File: src/rtl/bmp180_pkg.sv
// Shared definitions for the BMP180 command sequencer.
// Holds the command byte values, sensor register addresses, error codes,
// the state encoding and the command-byte decode function.
package bmp180_pkg;

  // Command bytes stored in the command ROM
  localparam logic [7:0] CMD_CALIB    = 8'hAA;
  localparam logic [7:0] CMD_CHIP_ID  = 8'hD0;
  localparam logic [7:0] CMD_SOFT_RST = 8'hB6;
  localparam logic [7:0] CMD_TEMP     = 8'h2E;
  localparam logic [7:0] CMD_P_OSS0   = 8'h34;
  localparam logic [7:0] CMD_P_OSS1   = 8'h74;
  localparam logic [7:0] CMD_P_OSS2   = 8'hB4;
  localparam logic [7:0] CMD_P_OSS3   = 8'hF4;

  // BMP180 register addresses
  localparam logic [7:0] REG_CTRL_MEAS  = 8'hF4;
  localparam logic [7:0] REG_OUT_MSB    = 8'hF6;
  localparam logic [7:0] REG_SOFT_RESET = 8'hE0;
  localparam logic [7:0] REG_CALIB      = 8'hAA;
  localparam logic [7:0] REG_CHIP_ID    = 8'hD0;

  // Conversion counter width: covers 25.5 ms at 50 MHz
  localparam int unsigned CNT_W = 21;

  typedef enum logic [1:0] {
    ERR_NONE = 2'b00,
    ERR_CMD  = 2'b01,
    ERR_NACK = 2'b10,
    ERR_ADDR = 2'b11
  } err_e;

  // Sequencer state encoding
  localparam logic [3:0] ST_IDLE    = 4'd0;
  localparam logic [3:0] ST_FETCH   = 4'd1;
  localparam logic [3:0] ST_CHECK   = 4'd2;
  localparam logic [3:0] ST_WR_REQ  = 4'd3;
  localparam logic [3:0] ST_WR_WAIT = 4'd4;
  localparam logic [3:0] ST_CONV    = 4'd5;
  localparam logic [3:0] ST_RD_REQ  = 4'd6;
  localparam logic [3:0] ST_RD_WAIT = 4'd7;
  localparam logic [3:0] ST_FIN     = 4'd8;

  // First transaction of a command. For measurement commands the first
  // transaction is the control write; has_read then requests the result
  // read from REG_OUT_MSB after conv_n/10 ms, with nbytes bytes.
  typedef struct packed {
    logic       valid;
    logic       rw;
    logic [7:0] reg_addr;
    logic [7:0] wdata;
    logic [4:0] nbytes;
    logic [7:0] conv_n;
    logic       has_read;
  } cmd_dec_t;

  function automatic cmd_dec_t cmd_decode(input logic [7:0] cmd);
    cmd_dec_t d;
    d = '0;
    d.valid = 1'b1;
    case (cmd)
      CMD_CALIB: begin
        d.rw = 1'b1; d.reg_addr = REG_CALIB; d.nbytes = 5'd22;
      end
      CMD_CHIP_ID: begin
        d.rw = 1'b1; d.reg_addr = REG_CHIP_ID; d.nbytes = 5'd1;
      end
      CMD_SOFT_RST: begin
        d.reg_addr = REG_SOFT_RESET; d.wdata = CMD_SOFT_RST;
      end
      CMD_TEMP, CMD_P_OSS0, CMD_P_OSS1, CMD_P_OSS2, CMD_P_OSS3: begin
        d.reg_addr = REG_CTRL_MEAS;
        d.wdata    = cmd;
        d.has_read = 1'b1;
        d.nbytes   = (cmd == CMD_TEMP) ? 5'd2 : 5'd3;
        case (cmd)
          CMD_P_OSS1: d.conv_n = 8'd75;
          CMD_P_OSS2: d.conv_n = 8'd135;
          CMD_P_OSS3: d.conv_n = 8'd255;
          default:    d.conv_n = 8'd45;
        endcase
      end
      default: d.valid = 1'b0;
    endcase
    return d;
  endfunction

endpackage

File: src/rtl/bmp180_cmd_seq_if.sv
// I2C transaction request channel between the command sequencer (master)
// and the I2C byte-level master (slave).
//   i2c_req/i2c_ack   : request held until acknowledged
//   i2c_rw/reg/wdata/nbytes : transaction fields, stable while i2c_req = 1
//   i2c_done/i2c_nack : one-cycle completion pulse, nack qualifies done
interface bmp180_cmd_seq_if;
  import bmp180_pkg::*;

  logic       i2c_req;
  logic       i2c_ack;
  logic       i2c_rw;
  logic [7:0] i2c_reg;
  logic [7:0] i2c_wdata;
  logic [4:0] i2c_nbytes;
  logic       i2c_done;
  logic       i2c_nack;

  modport master (
    output i2c_req, i2c_rw, i2c_reg, i2c_wdata, i2c_nbytes,
    input  i2c_ack, i2c_done, i2c_nack
  );

  modport slave (
    input  i2c_req, i2c_rw, i2c_reg, i2c_wdata, i2c_nbytes,
    output i2c_ack, i2c_done, i2c_nack
  );

endinterface

File: src/rtl/bmp180_conv_timer.sv
// Conversion wait down-counter.
//   load_i/load_val_i : load the count (priority over decrement)
//   dec_i             : decrement by one, saturating at zero
//   zero_o            : count is zero
module bmp180_conv_timer
  import bmp180_pkg::*;
(
  input  logic             clk,
  input  logic             rst_n,
  input  logic             load_i,
  input  logic [CNT_W-1:0] load_val_i,
  input  logic             dec_i,
  output logic             zero_o
);

  logic [CNT_W-1:0] cnt_q, cnt_d;

  always_comb begin
    cnt_d = cnt_q;
    if (load_i) begin
      cnt_d = load_val_i;
    end else if (dec_i && (cnt_q != '0)) begin
      cnt_d = cnt_q - 1'b1;
    end
  end

  always_ff @(posedge clk or negedge rst_n) begin
    if (!rst_n) cnt_q <= '0;
    else        cnt_q <= cnt_d;
  end

  assign zero_o = (cnt_q == '0);

endmodule

File: src/rtl/bmp180_cmd_seq.sv
// BMP180 command sequencer.
// Fetches one command byte from the command ROM, decodes it into one or two
// I2C register transactions (with a conversion wait for measurements) and
// reports completion with an error code.
//   CLK, RST_n            : clock, asynchronous active-low reset
//   I_START, I_CMD_ADDR   : start pulse and ROM address of the command
//   O_ADDR_ROM, I_ADDR_ROM, I_DATA_ROM : command ROM port (1-cycle latency)
//   i2c                   : I2C request channel (master side)
//   O_BUSY, O_DONE, O_ERR : status; O_ERR valid with O_DONE, held until next start
module bmp180_cmd_seq
  import bmp180_pkg::*;
#(
  parameter int unsigned ADDR_ROM_SZ = 4,
  parameter int unsigned DATA_ROM_SZ = 8,
  parameter int unsigned CLK_KHZ     = 50000
) (
  input  logic                   CLK,
  input  logic                   RST_n,
  input  logic                   I_START,
  input  logic [ADDR_ROM_SZ-1:0] I_CMD_ADDR,
  output logic [ADDR_ROM_SZ-1:0] O_ADDR_ROM,
  input  logic [ADDR_ROM_SZ-1:0] I_ADDR_ROM,
  input  logic [DATA_ROM_SZ-1:0] I_DATA_ROM,
  bmp180_cmd_seq_if.master       i2c,
  output logic                   O_BUSY,
  output logic                   O_DONE,
  output logic [1:0]             O_ERR
);

  // Timer is loaded with wait-1 and CONV exits on zero, so CONV spans
  // exactly CLK_KHZ*N/10 cycles.
  localparam logic [CNT_W-1:0] LD_45  = CNT_W'(CLK_KHZ * 45 / 10 - 1);
  localparam logic [CNT_W-1:0] LD_75  = CNT_W'(CLK_KHZ * 75 / 10 - 1);
  localparam logic [CNT_W-1:0] LD_135 = CNT_W'(CLK_KHZ * 135 / 10 - 1);
  localparam logic [CNT_W-1:0] LD_255 = CNT_W'(CLK_KHZ * 255 / 10 - 1);

  logic [3:0]             state_q, state_d;
  logic [ADDR_ROM_SZ-1:0] addr_q, addr_d;
  logic                   req_q, req_d;
  logic                   rw_q, rw_d;
  logic [7:0]             reg_q, reg_d;
  logic [7:0]             wdata_q, wdata_d;
  logic [4:0]             nbytes_q, nbytes_d;
  logic                   has_read_q, has_read_d;
  logic                   busy_q, busy_d;
  logic                   done_q, done_d;
  err_e                   err_q, err_d;

  cmd_dec_t         dec;
  logic             tmr_load;
  logic [CNT_W-1:0] tmr_val;
  logic             tmr_dec;
  logic             tmr_zero;

  always_comb begin
    dec = cmd_decode(I_DATA_ROM[7:0]);
    case (dec.conv_n)
      8'd45:   tmr_val = LD_45;
      8'd75:   tmr_val = LD_75;
      8'd135:  tmr_val = LD_135;
      8'd255:  tmr_val = LD_255;
      default: tmr_val = '0;
    endcase
  end

  always_comb begin
    state_d    = state_q;
    addr_d     = addr_q;
    rw_d       = rw_q;
    reg_d      = reg_q;
    wdata_d    = wdata_q;
    nbytes_d   = nbytes_q;
    has_read_d = has_read_q;
    err_d      = err_q;
    tmr_load   = 1'b0;
    tmr_dec    = 1'b0;

    case (state_q)
      ST_IDLE: begin
        if (I_START) begin
          addr_d  = I_CMD_ADDR;
          err_d   = ERR_NONE;
          state_d = ST_FETCH;
        end
      end
      ST_FETCH: state_d = ST_CHECK;
      ST_CHECK: begin
        if (I_ADDR_ROM != addr_q) begin
          err_d   = ERR_ADDR;
          state_d = ST_FIN;
        end else if (!dec.valid) begin
          err_d   = ERR_CMD;
          state_d = ST_FIN;
        end else begin
          rw_d       = dec.rw;
          reg_d      = dec.reg_addr;
          wdata_d    = dec.wdata;
          nbytes_d   = dec.nbytes;
          has_read_d = dec.has_read;
          // Loaded here and held until CONV starts counting
          tmr_load   = 1'b1;
          state_d    = dec.rw ? ST_RD_REQ : ST_WR_REQ;
        end
      end
      ST_WR_REQ: if (i2c.i2c_ack) state_d = ST_WR_WAIT;
      ST_WR_WAIT: begin
        if (i2c.i2c_done) begin
          if (i2c.i2c_nack) begin
            err_d   = ERR_NACK;
            state_d = ST_FIN;
          end else if (has_read_q) begin
            rw_d    = 1'b1;
            reg_d   = REG_OUT_MSB;
            state_d = ST_CONV;
          end else begin
            state_d = ST_FIN;
          end
        end
      end
      ST_CONV: begin
        tmr_dec = 1'b1;
        if (tmr_zero) state_d = ST_RD_REQ;
      end
      ST_RD_REQ: if (i2c.i2c_ack) state_d = ST_RD_WAIT;
      ST_RD_WAIT: begin
        if (i2c.i2c_done) begin
          if (i2c.i2c_nack) err_d = ERR_NACK;
          state_d = ST_FIN;
        end
      end
      ST_FIN:  state_d = ST_IDLE;
      default: state_d = ST_IDLE;
    endcase

    // Registered outputs are derived from the next state
    req_d  = (state_d == ST_WR_REQ) || (state_d == ST_RD_REQ);
    busy_d = (state_d != ST_IDLE);
    done_d = (state_d == ST_FIN);
  end

  always_ff @(posedge CLK or negedge RST_n) begin
    if (!RST_n) begin
      state_q    <= ST_IDLE;
      addr_q     <= '0;
      req_q      <= 1'b0;
      rw_q       <= 1'b0;
      reg_q      <= '0;
      wdata_q    <= '0;
      nbytes_q   <= '0;
      has_read_q <= 1'b0;
      busy_q     <= 1'b0;
      done_q     <= 1'b0;
      err_q      <= ERR_NONE;
    end else begin
      state_q    <= state_d;
      addr_q     <= addr_d;
      req_q      <= req_d;
      rw_q       <= rw_d;
      reg_q      <= reg_d;
      wdata_q    <= wdata_d;
      nbytes_q   <= nbytes_d;
      has_read_q <= has_read_d;
      busy_q     <= busy_d;
      done_q     <= done_d;
      err_q      <= err_d;
    end
  end

  bmp180_conv_timer u_conv_timer (
    .clk        (CLK),
    .rst_n      (RST_n),
    .load_i     (tmr_load),
    .load_val_i (tmr_val),
    .dec_i      (tmr_dec),
    .zero_o     (tmr_zero)
  );

  assign O_ADDR_ROM     = addr_q;
  assign i2c.i2c_req    = req_q;
  assign i2c.i2c_rw     = rw_q;
  assign i2c.i2c_reg    = reg_q;
  assign i2c.i2c_wdata  = wdata_q;
  assign i2c.i2c_nbytes = nbytes_q;
  assign O_BUSY         = busy_q;
  assign O_DONE         = done_q;
  assign O_ERR          = err_q;

endmodule

File: src/flat_wrapper.sv
// flat-port wrapper written by rule: the top's interface ports become plain ports
module bmp180_cmd_seq_flat import bmp180_pkg::*;
#(
  parameter int unsigned ADDR_ROM_SZ = 4,
  parameter int unsigned DATA_ROM_SZ = 8,
  parameter int unsigned CLK_KHZ     = 50000
)
  (CLK, RST_n, I_START, I_CMD_ADDR, O_ADDR_ROM, I_ADDR_ROM, I_DATA_ROM, O_BUSY, O_DONE, O_ERR, i2c_i2c_req, i2c_i2c_rw, i2c_i2c_reg, i2c_i2c_wdata, i2c_i2c_nbytes, i2c_i2c_ack, i2c_i2c_done, i2c_i2c_nack);
  bmp180_cmd_seq_if i2c_i ();
  input  logic CLK;
  input  logic RST_n;
  input  logic I_START;
  input  logic [ADDR_ROM_SZ-1:0] I_CMD_ADDR;
  output logic [ADDR_ROM_SZ-1:0] O_ADDR_ROM;
  input  logic [ADDR_ROM_SZ-1:0] I_ADDR_ROM;
  input  logic [DATA_ROM_SZ-1:0] I_DATA_ROM;
  output logic O_BUSY;
  output logic O_DONE;
  output logic [1:0] O_ERR;
  output wire logic [$bits(i2c_i.i2c_req)-1:0] i2c_i2c_req;
  output wire logic [$bits(i2c_i.i2c_rw)-1:0] i2c_i2c_rw;
  output wire logic [$bits(i2c_i.i2c_reg)-1:0] i2c_i2c_reg;
  output wire logic [$bits(i2c_i.i2c_wdata)-1:0] i2c_i2c_wdata;
  output wire logic [$bits(i2c_i.i2c_nbytes)-1:0] i2c_i2c_nbytes;
  input wire logic [$bits(i2c_i.i2c_ack)-1:0] i2c_i2c_ack;
  input wire logic [$bits(i2c_i.i2c_done)-1:0] i2c_i2c_done;
  input wire logic [$bits(i2c_i.i2c_nack)-1:0] i2c_i2c_nack;
  assign i2c_i2c_req = i2c_i.i2c_req;
  assign i2c_i2c_rw = i2c_i.i2c_rw;
  assign i2c_i2c_reg = i2c_i.i2c_reg;
  assign i2c_i2c_wdata = i2c_i.i2c_wdata;
  assign i2c_i2c_nbytes = i2c_i.i2c_nbytes;
  assign i2c_i.i2c_ack = i2c_i2c_ack;
  assign i2c_i.i2c_done = i2c_i2c_done;
  assign i2c_i.i2c_nack = i2c_i2c_nack;
  bmp180_cmd_seq #(.ADDR_ROM_SZ(ADDR_ROM_SZ), .DATA_ROM_SZ(DATA_ROM_SZ), .CLK_KHZ(CLK_KHZ)) u_core (.CLK(CLK), .RST_n(RST_n), .I_START(I_START), .I_CMD_ADDR(I_CMD_ADDR), .O_ADDR_ROM(O_ADDR_ROM), .I_ADDR_ROM(I_ADDR_ROM), .I_DATA_ROM(I_DATA_ROM), .i2c(i2c_i), .O_BUSY(O_BUSY), .O_DONE(O_DONE), .O_ERR(O_ERR));
endmodule
File: config.mk
export PLATFORM = sky130hd
export DESIGN_NAME = bmp180_cmd_seq_flat
export DESIGN_NICKNAME = d
export VERILOG_FILES = /design/src/rtl/bmp180_pkg.sv /design/src/rtl/bmp180_cmd_seq_if.sv /design/src/rtl/bmp180_conv_timer.sv /design/src/rtl/bmp180_cmd_seq.sv /design/src/flat_wrapper.sv
export SDC_FILE = /design/constraint.sdc
export NUM_CORES = 1
export LEC_CHECK = 0
export ABC_AREA = 1
export ABC_CLOCK_PERIOD_IN_PS = 2290
export CORE_UTILIZATION = 50
export CTS_CLUSTER_DIAMETER = 120
export DETAILED_ROUTE_END_ITERATION = 10
export PLACE_DENSITY = 0.75
export SLEW_MARGIN = 0
export SYNTH_ARGS = -nofsm -noshare
export SYNTH_HDL_FRONTEND = slang
export SYNTH_SLANG_ARGS = --single-unit
File: constraint.sdc
create_clock -name CLK -period 2.29 [get_ports CLK]
set_clock_uncertainty 0.05 [all_clocks]
set_input_delay 0.3435 -clock CLK [delete_from_list [all_inputs] [get_ports CLK]]
set_output_delay 0.3435 -clock CLK [all_outputs]
set_load 0.02 [all_outputs]
Word-level counts from Yosys, hierarchy flattened
Cells that the tools add are included.

Flip-flop bits (word level): 57. Output and inout bits: 31. Word-level logic and storage cells: 108.

Equal/unequal tests: 32. Bitwise gates (word level): 1. Reduce and logical (&&, ||, !) cells: 17. $add $sub $neg: 1. Multiplexer cells: 45.

Operators by type and width (count): $pmux 21 s4 (1); $eq 8x8->1 const B (7); $mux 21 (2); $mux 4 (10); $mux 8 (5); $pmux 4 s8 (1); $pmux 8 s2 (2); $pmux 8 s4 (1); $eq 8x6->1 const B (3); $pmux 8 s3 (1); $logic_not 21->1 (1); $reduce_bool 21->1 (1); $sub 21x1->21 const B (1); $eq 4x3->1 const B (5); $eq 8x7->1 const B (2); $pmux 5 s3 (1); $eq 4x2->1 const B (3); $mux 1 (12); $mux 2 (5); $mux 9 (1); $ne 2x1->1 const B (4); $ne 2x2->1 const B (4); $reduce_or 8->1 (1); $pmux 2 s3 (1); other kinds (19) (21).

Depth between registers and ports, before layout
Gate-level depths: netlist of the first run.

Word-level depth: 9. Gate-level depth with buffers: 14.

Cells and area by module
A second synthesis of the first run with hierarchy kept.

Cell total of the unflattened synthesis: 512. Area total of the unflattened synthesis: 3550.9 µm².

Modules (own cells, without submodules): bmp180_cmd_seq (area each 1945.6 µm², cells an instance 265, instances 1, seq. area each 825.8 µm²); bmp180_conv_timer (area each 1605.3 µm², cells an instance 247, instances 1, seq. area each 525.5 µm²).

Least setup slack after synthesis of the first run
OpenSTA, ideal clock, no wires.

Kind: reg2reg. From: register u_core.addr_q[0], in the netlist u_core.O_ADDR_ROM[0]. To: register u_core.u_conv_timer.cnt_q[7]. Library setup time: 0.117 ns. Setup slack: 0.610 ns. Cell stages (with the launch flop): 14. Required time: 2.123 ns. Data arrival time: 1.514 ns. Path through: dfrtp_1 -> inv_1 -> nand2_1 -> nand2_1 -> nor2_1 -> nand2_1 -> nor2_4 -> o21ai_2 -> buf_6 -> buf_6 -> nand2_1 -> nand3_1 -> nand2_1 -> nand2_1.

Cells in the longest elaborated chain, start to end: 4. Elaborated cells between the ends (all ways): 5. Those cells by class: 1 x eq/ne; 3 x mux; 1 x reduce/logical.

RTL lines: start, declared (RTL line bmp180_cmd_seq.sv:38) `logic [ADDR_ROM_SZ-1:0] addr_q, addr_d;`; start signal, assigned (RTL line bmp180_cmd_seq.sv:156) `addr_q <= addr_d;`; $ne 4x4->1 (*) (RTL line bmp180_cmd_seq.sv:88) `if (I_ADDR_ROM != addr_q) begin`; $mux 1 (*) (RTL line bmp180_cmd_seq.sv:88); $mux 1 (*) (RTL line bmp180_cmd_seq.sv:78) `case (state_q)`; $mux 21 or $reduce_bool 2->1 (tied branches); end signal, assigned (RTL line bmp180_conv_timer.sv:29) `else cnt_q <= cnt_d;`; end, declared (RTL line bmp180_conv_timer.sv:16) `logic [CNT_W-1:0] cnt_q, cnt_d;`.

Every way passes the cells marked *; elsewhere a longest branch is shown, timed or not. A chain may end at the register's enable or synchronous reset.

Worst setup path in the final report of the first run
From: input port I_DATA_ROM[4]. To: register u_core.u_conv_timer.cnt_q[18].

Cells in the longest elaborated chain, start to end: 7. Elaborated cells between the ends (all ways): 23. Those cells by class: 12 x eq/ne; 8 x mux; 3 x reduce/logical.

RTL lines: start, declared (RTL line flat_wrapper.sv:16) `input logic [DATA_ROM_SZ-1:0] I_DATA_ROM;`; branches (longest 7 deep; another with $pmux 21 s4).

Several ways; the timed one is not identified.

==> results of run 1 <==
[layout make-up]
class	instances	share of cell area
clock inverters	2	0.0145
multi-input cells	368	0.412
clock buffers	6	0.0199
repair buffers	64	0.148
flip-flops and latches	54	0.326
well taps	77	0.0233
inverters	62	0.0562
[per-layer routing]
| metal | global-route usage | share of wire | up-vias |
|---|---|---|---|
| li1 | - | - | 1657 |
| met1 | 0.361 | 0.47 | 1525 |
| met2 | 0.392 | 0.45 | 115 |
| met3 | 0.0521 | 0.070 | 11 |
| met4 | 0.0674 | 0.010 | 0 |
| met5 | 0 | 0 | - |
[kinds of logic (layout without fill, tap and decap cells)]
logic type,after synthesis,count (layout)
compound gates,37,37
xor+xnor,10,10
fa+ha+maj,1,1
buf+inv,74,134
flops,54,54
other cells,1,2
simple gates,318,318
[worst max-delay path: stages]
cell,delay [ns]
clkdlybuf4s50_1,0.56
inv_1,0.09
nand2_1,0.09
nor2_1,0.06
nand2_2,0.10
nand3_1,0.10
o21ai_2,0.22
nand2_2,0.10
inv_1,0.32
nand2_1,0.10
nand2_1,0.08
[final timing paths]
check                                        startpoint                            end  slack, ns  depth (start not counted)
setup / recovery                          I_DATA_ROM[4]  u_core.u_conv_timer.cnt_q[18]       0.33                         11
hold / removal                                    RST_n          u_core.i2c.i2c_reg[3]     -0.009                          1
setup reg to reg           u_core.u_conv_timer.cnt_q[0]  u_core.u_conv_timer.cnt_q[18]       0.34                         10
hold reg to reg                       u_core.has_read_q              u_core.has_read_q       0.43                          2
max in group asynchronous                         RST_n   u_core.u_conv_timer.cnt_q[9]       1.61                          2
min in group CLK                      u_core.has_read_q              u_core.has_read_q       0.43                          2
[power by group through the flow]
stage	registers (W)	clock network [W]	logic, W
6_report	0.00150	0.000792	0.00239
5_1_grt	0.00154	0.000836	0.00272
4_1_cts	0.00150	0.000806	0.00238
3_5_place_dp	0.00152	0	0.00237
3_3_place_gp	0.00151	0	0.00232
2_1_floorplan	0.00162	0	0.00157
[stage by stage]
stage	setup WS, ns	hold slack (ns)	util
6_report	0.328	-0.00917	0.641
5_1_grt	0.140	0.0326	0.641
4_1_cts	0.365	0.0172	0.641
3_5_place_dp	0.0541	0.362	0.619
3_3_place_gp	0.0244	0.358	0.619
2_1_floorplan	0.610	-0.00209	-
[synthesized netlist by cell type]
master    number  area share
nor4_1         2      0.0037
dfrtp_1       54        0.40
nor2_2         2      0.0037
nand2_2       10       0.018
o21ai_1        2      0.0030
o211ai_1       2      0.0044
xnor2_1        1      0.0026
o21ai_0       17       0.025
o21ai_2        7       0.018
buf_2          2      0.0030
buf_6          5       0.017
inv_1         55       0.061
buf_4          5       0.011
ha_1           1      0.0037
nor2_8         1      0.0059
conb_1         1      0.0011
nor2_1        65       0.072
inv_2          7      0.0078
nor2_4         1      0.0033
nand4_1       11       0.020
nand3_1       41       0.061
o21a_1         1      0.0022
a21oi_1        8       0.012
nand2_4        5       0.017
nand2_1      173        0.19
nor3_1         7       0.010
xor2_1         9       0.023
==> results.sh, run 1 <==
export IMPL_status="finished with violations"
export IMPL_violations="design-rule violations, negative hold slack"
export IMPL_grt_max_degree=29
export IMPL_grt_overflow_total=0
export IMPL_p_total_w=0.00469
export IMPL_setup_violations=0
export IMPL_swShare=0.437
export IMPL_cts_buffers=5
export IMPL_synth_compound_area_share=0.0646
export IMPL_p_int_w=0.00264
export IMPL_synth_top_family_by_area="simple AND/OR/NAND/NOR gates"
export IMPL_die_h_um=84.3
export IMPL_io_pins=53
export IMPL_clkPwrFrac=0.169
export IMPL_drtAntennaViolNets=0
export IMPL_synthCells=495
export IMPL_seqPwrFrac=0.321
export IMPL_fin_nets=578
export IMPL_hpwlAfterDp_um=6530
export IMPL_period_needed_ns=1.96
export IMPL_instances_no_fill=633
export IMPL_cts_setup_buffers=0
export IMPL_irDropWorstVdd_v=0.000510
export IMPL_grtUsageTotal=0.253
export IMPL_hp_class="in -> async"
export IMPL_largest_reg_flops=21
export IMPL_tightest_slew_ns=0.649
export IMPL_hold_ws_ns=-0.00917
export IMPL_start_kind="input pin"
export IMPL_yosysUniqueCellTypes=27
export IMPL_viasPerCell=5.23
export IMPL_cp_data_required_time_ns=2.50
export IMPL_die_w_um=84.3
export IMPL_cts_resized=0
export IMPL_crit_path_end_kind="flop"
export IMPL_synth_simple_area_share=0.407
export IMPL_combinationalPowerShare=0.510
export IMPL_yosysWarnings=0
export IMPL_coreArea_um2=6460
export IMPL_drt_iter0_drc=161
export IMPL_drtPass1Iterations=8
export IMPL_layout_commonest_cell="nand2_1"
export IMPL_cts_sinks=54
export IMPL_die_area_um2=7110
export IMPL_net_switching_power_w=0.00205
export IMPL_maxCapViolations=0
export IMPL_path_clk_slew_ns=0.10
export IMPL_clk_path_buf_depth=2
export IMPL_clkLatencyLatePin_ns=0.31
export IMPL_placed_cells=625
export IMPL_final_cell_area_um2=4140
export IMPL_regArea_um2=1350
export IMPL_setup_tns_ns=0
export IMPL_ctsHtreeMaxLevel=2
export IMPL_drt_total_wl_um=8480
export IMPL_syn_area_per_cell_um2=6.84
export IMPL_wl_per_cell_um=13.4
export IMPL_port_buffers=50
export IMPL_worstSetupPathType="in -> reg"
export IMPL_hold_violations=9
export IMPL_gp_congestion=0.877
export IMPL_synth_mux_area_frac=0
export IMPL_fillCellCount=607
export IMPL_synth_seq_area_share=0.399
export IMPL_holdBufCountCts=0
export IMPL_rsz0062_at_grt="no"
export IMPL_period_share=0.857
export IMPL_antenna_found_initial=0
export IMPL_drcViolationCount=8
export IMPL_grt_pass1_vias=3143
export IMPL_fmax_mhz=510
export IMPL_place_area_um2=4000
export IMPL_leakage_nw=2.26
export IMPL_arrival_ns=2.17
export IMPL_drive_gt1_frac=0.101
export IMPL_grt_pass1_wl_um=14500
export IMPL_syn2layout_area_growth_pct=22.2
export IMPL_power_density_nw_per_um2=1130
export IMPL_vias=3308
export IMPL_multi_input_area_um2=1700
export IMPL_maxSlewViolCount=0
export IMPL_synthAdderAreaFrac=0.00369
export IMPL_synth_xor_area_frac=0.0258
export IMPL_start_util=0.525
export IMPL_mostFrequentLayoutCells="nand2_1, nor2_1, inv_1"
export IMPL_fp_row_count=29
export IMPL_netlist_area_um2=3390
export IMPL_critPathMaxFanout=11
export IMPL_relSlewSlack=0.567
export IMPL_clockRootBuffer="clkbuf_8"
export IMPL_cts_tree="done"
export IMPL_n_antenna_cell=0
export IMPL_ys_ff_latch=54
Note: power is estimated with default switching activity, not from simulation.
==> run 2: changes to the inputs <==
GPL_TIMING_DRIVEN = 0   (was not set)
TNS_END_PERCENT = 50   (was not set)
==> results.sh, run 2 (synthesis results as in run 1) <==
export IMPL_r2r_start="u_core.u_conv_timer.cnt_q[0]"
export IMPL_wl_per_cell_um=13.0
export IMPL_hold_depth=2
export IMPL_maxSlewViolCount=0
export IMPL_grt_pass1_wl_um=13900
export IMPL_fp_row_count=29
export IMPL_combinationalPowerShare=0.509
export IMPL_die_area_um2=7110
export IMPL_net_switching_power_w=0.00204
export IMPL_maxCapViolations=0
export IMPL_r2r_slack_ns=0.17
export IMPL_drt_total_wl_um=8210
export IMPL_die_h_um=84.3
export IMPL_antenna_found_initial=0
export IMPL_period_share=0.925
export IMPL_grt_pass1_vias=3050
export IMPL_viasPerCell=5.19
export IMPL_worstSetupPathType="reg -> reg"
export IMPL_startpoint="u_core.u_conv_timer.cnt_q[0]"
export IMPL_drt_iter0_drc=280
export IMPL_irDropWorstVdd_v=0.000630
export IMPL_cts_tree="done"
export IMPL_power_density_nw_per_um2=1130
export IMPL_cts_sinks=54
export IMPL_start_kind="flop"
export IMPL_grtUsageTotal=0.245
export IMPL_crit_path_end_kind="flop"
export IMPL_cts_setup_buffers=0
export IMPL_period_needed_ns=2.12
export IMPL_worstReg2RegEnd="u_core.u_conv_timer.cnt_q[9]"
export IMPL_rr_worst_depth=11
export IMPL_clkLatencyLatePin_ns=0.31
export IMPL_hp_class="reg -> reg"
export IMPL_status="finished with violations"
export IMPL_coreArea_um2=6460
export IMPL_rsz0062_at_grt="no"
export IMPL_n_antenna_cell=0
export IMPL_clockRootBuffer="clkbuf_8"
export IMPL_clk_path_buf_depth=2
export IMPL_holdBufCountCts=1
export IMPL_place_area_um2=4000
export IMPL_drive_gt1_frac=0.0989
export IMPL_final_cell_area_um2=4160
export IMPL_layout_commonest_cell="nand2_1"
export IMPL_syn2layout_area_growth_pct=22.7
export IMPL_pre_cts_ws_ns=-0.0618
export IMPL_p_int_w=0.00264
export IMPL_drtPass1Iterations=8
export IMPL_ctsHtreeMaxLevel=2
export IMPL_port_buffers=50
export IMPL_fmax_mhz=472
export IMPL_grt_max_degree=33
export IMPL_mostFrequentLayoutCells="nand2_1, nor2_1, inv_1"
export IMPL_drcViolationCount=8
export IMPL_largest_reg_flops=21
export IMPL_setup_ws_ns=0.171
export IMPL_clkPwrFrac=0.169
export IMPL_violations="design-rule violations"
export IMPL_min_to="u_core.i2c.i2c_reg[7]"
export IMPL_arrival_ns=2.31
export IMPL_tightest_slew_ns=0.558
export IMPL_leakage_nw=2.27
export IMPL_vias=3286
export IMPL_setup_tns_ns=0
export IMPL_cp_data_required_time_ns=2.49
export IMPL_die_w_um=84.3
export IMPL_drtAntennaViolNets=0
export IMPL_p_total_w=0.00468
export IMPL_critPathMaxFanout=10
export IMPL_fin_nets=578
export IMPL_swShare=0.436
export IMPL_relSlewSlack=0.628
export IMPL_io_pins=53
export IMPL_setup_violations=0
export IMPL_hold_start="u_core.i2c.i2c_reg[7]"
export IMPL_grt_overflow_total=0
export IMPL_hold_violations=0
export IMPL_cts_resized=0
export IMPL_cts_buffers=5
export IMPL_hpwlAfterDp_um=6240
export IMPL_seqPwrFrac=0.322
export IMPL_instances_no_fill=633
export IMPL_start_util=0.525
export IMPL_path_clk_slew_ns=0.10
export IMPL_gp_congestion=0.888
export IMPL_placed_cells=624
## run 2: power groups by stage
stage	Clock, W	Combinational (W)	Sequential, W
2_1_floorplan	0	0.00157	0.00162
3_3_place_gp	0	0.00229	0.00151
3_5_place_dp	0	0.00235	0.00152
4_1_cts	0.000796	0.00237	0.00150
5_1_grt	0.000822	0.00269	0.00155
6_report	0.000794	0.00238	0.00151
## run 2: routing by layer
metal	part of all wire	vias to the layer above	global-route usage
met2	0.45	118	0.399
li1	-	1661	-
met4	0.011	0	0.0705
met1	0.47	1495	0.341
met5	0	-	0
met3	0.065	12	0.0374
## run 2: stage by stage
step | hold slack, ns | util
CTS | 0.428 | 0.644
detailed placement | 0.307 | 0.620
finish | 0.423 | 0.644
global route | 0.465 | 0.644
global placement | 0.398 | 0.618
floorplan | -0.00209 | -
## run 2: final cells by class
cell class              count  area (µm²)
clock inverters             2        60.1
repair buffers             52         526
multi-input cells         368        1700
plain buffers              12         104
clock buffers               6        82.6
flip-flops and latches     54        1350
well taps                  77        96.3
fillers                   595        2300
inverters                  62         233
## run 2: worst max-delay path by stage
stage                                                to  slack [ns]  cells past startpoint
after floorplan            u_core.u_conv_timer.cnt_q[7]        0.61                     13
after CTS                 u_core.u_conv_timer.cnt_q[11]        0.21                     10
after global routing       u_core.u_conv_timer.cnt_q[5]       0.009                     11
final                      u_core.u_conv_timer.cnt_q[9]        0.17                     11
after detailed placement        u_core.i2c.i2c_wdata[4]       -0.06                     12
after global placement     u_core.u_conv_timer.cnt_q[2]       -0.92                      1
## run 2: critical path, cell delays in order, from the launching register on
cell and delay (ns):
dfrtp_1 0.37, inv_1 0.11, ha_1 0.26, nand2_1 0.13, nor2_1 0.14, nand3_1 0.12, nand2_1 0.28, nand2_2 0.18
inv_1 0.11, buf_4 0.17, nand2_1 0.07, nand2_1 0.06
==> run 3: changes to the inputs <==
ABC_CLOCK_PERIOD_IN_PS = 2000   (was 2290)
TNS_END_PERCENT = 10   (was 50)
clock period = 2 ns   (was 2.29 ns; I/O delays follow)
==> results.sh, run 3 (synthesis results as in run 1) <==
export IMPL_status="finished with violations"
export IMPL_violations="design-rule violations"
export IMPL_critPathMaxFanout=10
export IMPL_hold_violations=0
export IMPL_crit_top_cell="nand2_2"
export IMPL_maxSlewViolCount=0
export IMPL_seqPwrFrac=0.317
export IMPL_cts_buffers=5
export IMPL_hold_ws_ns=0.298
export IMPL_leakage_nw=2.32
export IMPL_wl_per_cell_um=13.1
export IMPL_cp_top_family="buffers and inverters"
export IMPL_n_antenna_cell=0
export IMPL_ctsHtreeMaxLevel=2
export IMPL_die_w_um=84.3
export IMPL_drt_iter0_drc=304
export IMPL_hold_start="I_DATA_ROM[3]"
export IMPL_mostFrequentLayoutCells="nand2_1, nor2_1, dfrtp_1"
export IMPL_path_clk_slew_ns=0.10
export IMPL_period_share=0.950
export IMPL_drive_gt1_frac=0.116
export IMPL_min_to="u_core.i2c.i2c_wdata[3]"
export IMPL_fin_nets=580
export IMPL_fillCellCount=578
export IMPL_clk_path_buf_depth=2
export IMPL_critPathBufInv=5
export IMPL_drtPass1Iterations=8
export IMPL_drtAntennaViolNets=0
export IMPL_crit_path_top_delay_cell="clkdlybuf4s50_1"
export IMPL_power_density_nw_per_um2=1290
export IMPL_hpwlAfterDp_um=6240
export IMPL_grtUsageTotal=0.245
export IMPL_cts_tree="done"
export IMPL_gp_congestion=0.888
export IMPL_rr_worst_depth=10
export IMPL_drcViolationCount=8
export IMPL_crit_path_max_incr_delay_ns=0.48
export IMPL_grt_max_degree=33
export IMPL_r2r_start="u_core.u_conv_timer.cnt_q[1]"
export IMPL_swShare=0.439
export IMPL_clockRootBuffer="clkbuf_8"
export IMPL_use_met2=0.399
export IMPL_top_usage_layer="met2"
export IMPL_hold_depth=3
export IMPL_tightest_slew_ns=0.577
export IMPL_p_int_w=0.00306
export IMPL_port_buffers=50
export IMPL_cp_data_required_time_ns=2.15
export IMPL_rsz0062_at_grt="yes"
export IMPL_layout_commonest_cell="nand2_1"
export IMPL_p_total_w=0.00545
export IMPL_final_cell_area_um2=4220
export IMPL_combinationalPowerShare=0.516
export IMPL_worstSetupPathType="in -> reg"
export IMPL_cts_sinks=54
export IMPL_start_kind="input pin"
export IMPL_clkPwrFrac=0.167
export IMPL_grtUsageMet1=0.341
export IMPL_net_switching_power_w=0.00239
export IMPL_viasPerCell=5.22
export IMPL_grt_overflow_total=0
export IMPL_relSlewSlack=0.615
export IMPL_path_cells="clkdlybuf4s50_1, inv_2, nand2_2, nor2_1, nand2_2, nand2_2, buf_6, inv_2, nand2_4, nand2_2, nand2_4, nand2_4, buf_6, nand2_2, o21ai_2"
export IMPL_start_util=0.525
export IMPL_use_met3=0.0374
export IMPL_antenna_found_initial=0
export IMPL_io_pins=53
export IMPL_fp_row_count=29
export IMPL_vias=3314
export IMPL_maxCapViolations=0
export IMPL_crit_path_end_kind="flop"
export IMPL_arrival_ns=2.05
export IMPL_grt_pass1_vias=3050
export IMPL_hp_class="in -> reg"
export IMPL_worstReg2RegEnd="u_core.u_conv_timer.cnt_q[11]"
export IMPL_die_h_um=84.3
export IMPL_syn2layout_area_growth_pct=24.4
export IMPL_die_area_um2=7110
export IMPL_coreArea_um2=6460
export IMPL_fmax_mhz=526
export IMPL_drt_total_wl_um=8300
export IMPL_setup_violations=0
export IMPL_largest_reg_flops=21
export IMPL_clkLatencyLatePin_ns=0.31
export IMPL_period_needed_ns=1.90
export IMPL_place_area_um2=4000
export IMPL_grt_pass1_wl_um=13900
export IMPL_irDropWorstVdd_v=0.000725
export IMPL_path_depth=15
export IMPL_r2r_slack_ns=0.15
## run 3: cell types whose count changed in the layout (fill, tap and decap cells not counted)
cell,before,now
buf_4,5,7
clkdlybuf4s50_1,49,44
dlymetal6s2s_1,0,5
ha_1,1,0
ha_4,0,1
inv_1,55,52
inv_2,7,10
nand2_1,173,171
nand2_2,10,11
nand2_4,5,6
nor2_1,65,63
nor2_2,2,3
nor2_4,1,2
## run 3: how the worst max path moves through the flow
stage / to / from
4_1_cts: u_core.i2c.i2c_wdata[1] / I_DATA_ROM[6]
5_1_grt: u_core.i2c.i2c_wdata[7] / I_ADDR_ROM[2]
3_3_place_gp: u_core.u_conv_timer.cnt_q[2] / RST_n
6_report: u_core.i2c.i2c_reg[6] / I_DATA_ROM[7]
3_5_place_dp: u_core.i2c.i2c_wdata[4] / I_DATA_ROM[6]
2_1_floorplan: u_core.u_conv_timer.cnt_q[7] / u_core.O_ADDR_ROM[0]
## run 3: final cells by class
class,count,area [µm²],share of cell area
multi-input cells,368,1740,0.412
repair buffers,54,553,0.131
clock inverters,2,60.1,0.0142
clock buffers,6,82.6,0.0196
flip-flops and latches,54,1350,0.320
well taps,77,96.3,0.0228
inverters,62,233,0.0552
plain buffers,12,104,0.0246
## run 3: stage by stage
stage | util | setup slack (ns) | TNS (ns) | cells
finish | 0.653 | 0.0993 | 0 | 635
floorplan | - | 0.320 | 0 | 496
detailed placement | 0.620 | -0.308 | -8.64 | 624
CTS | 0.644 | 0.0135 | 0 | 633
global placement | 0.618 | -1.16 | -70.34 | 623
global route | 0.653 | -0.0212 | -0.0633 | 635
## run 3: worst register-to-register path, stage by stage (launching register included)
cell,delay (ns)
dfrtp_1,0.37
inv_1,0.13
ha_4,0.18
nand2_1,0.10
nor2_1,0.13
nand3_1,0.16
nand2_4,0.14
nand2_2,0.12
buf_2,0.22
nand2_1,0.09
nand2_1,0.05
## run 3: metal layers
layer / routed length, µm / share of wire / vias up
met5: 0 / 0 / -
met4: 99 / 0.012 / 0
met2: 3710 / 0.45 / 129
li1: - / - / 1661
met3: 554 / 0.067 / 13
met1: 3940 / 0.47 / 1511
## run 3: what timing repair did
item                                   CTS  global route
setup endpoints to repair               18            36
resized for setup                        1            15
hold buffers                             1             0
endpoints found under the hold margin   22             0
setup buffers                            0             2
## run 3: power groups by stage
stage / registers (W) / logic [W] / clock network, W
floorplan: 0.00186 / 0.00180 / 0
global placement: 0.00173 / 0.00262 / 0
detailed placement: 0.00174 / 0.00269 / 0
CTS: 0.00172 / 0.00272 / 0.000912
global route: 0.00178 / 0.00316 / 0.000941
finish: 0.00173 / 0.00281 / 0.000908
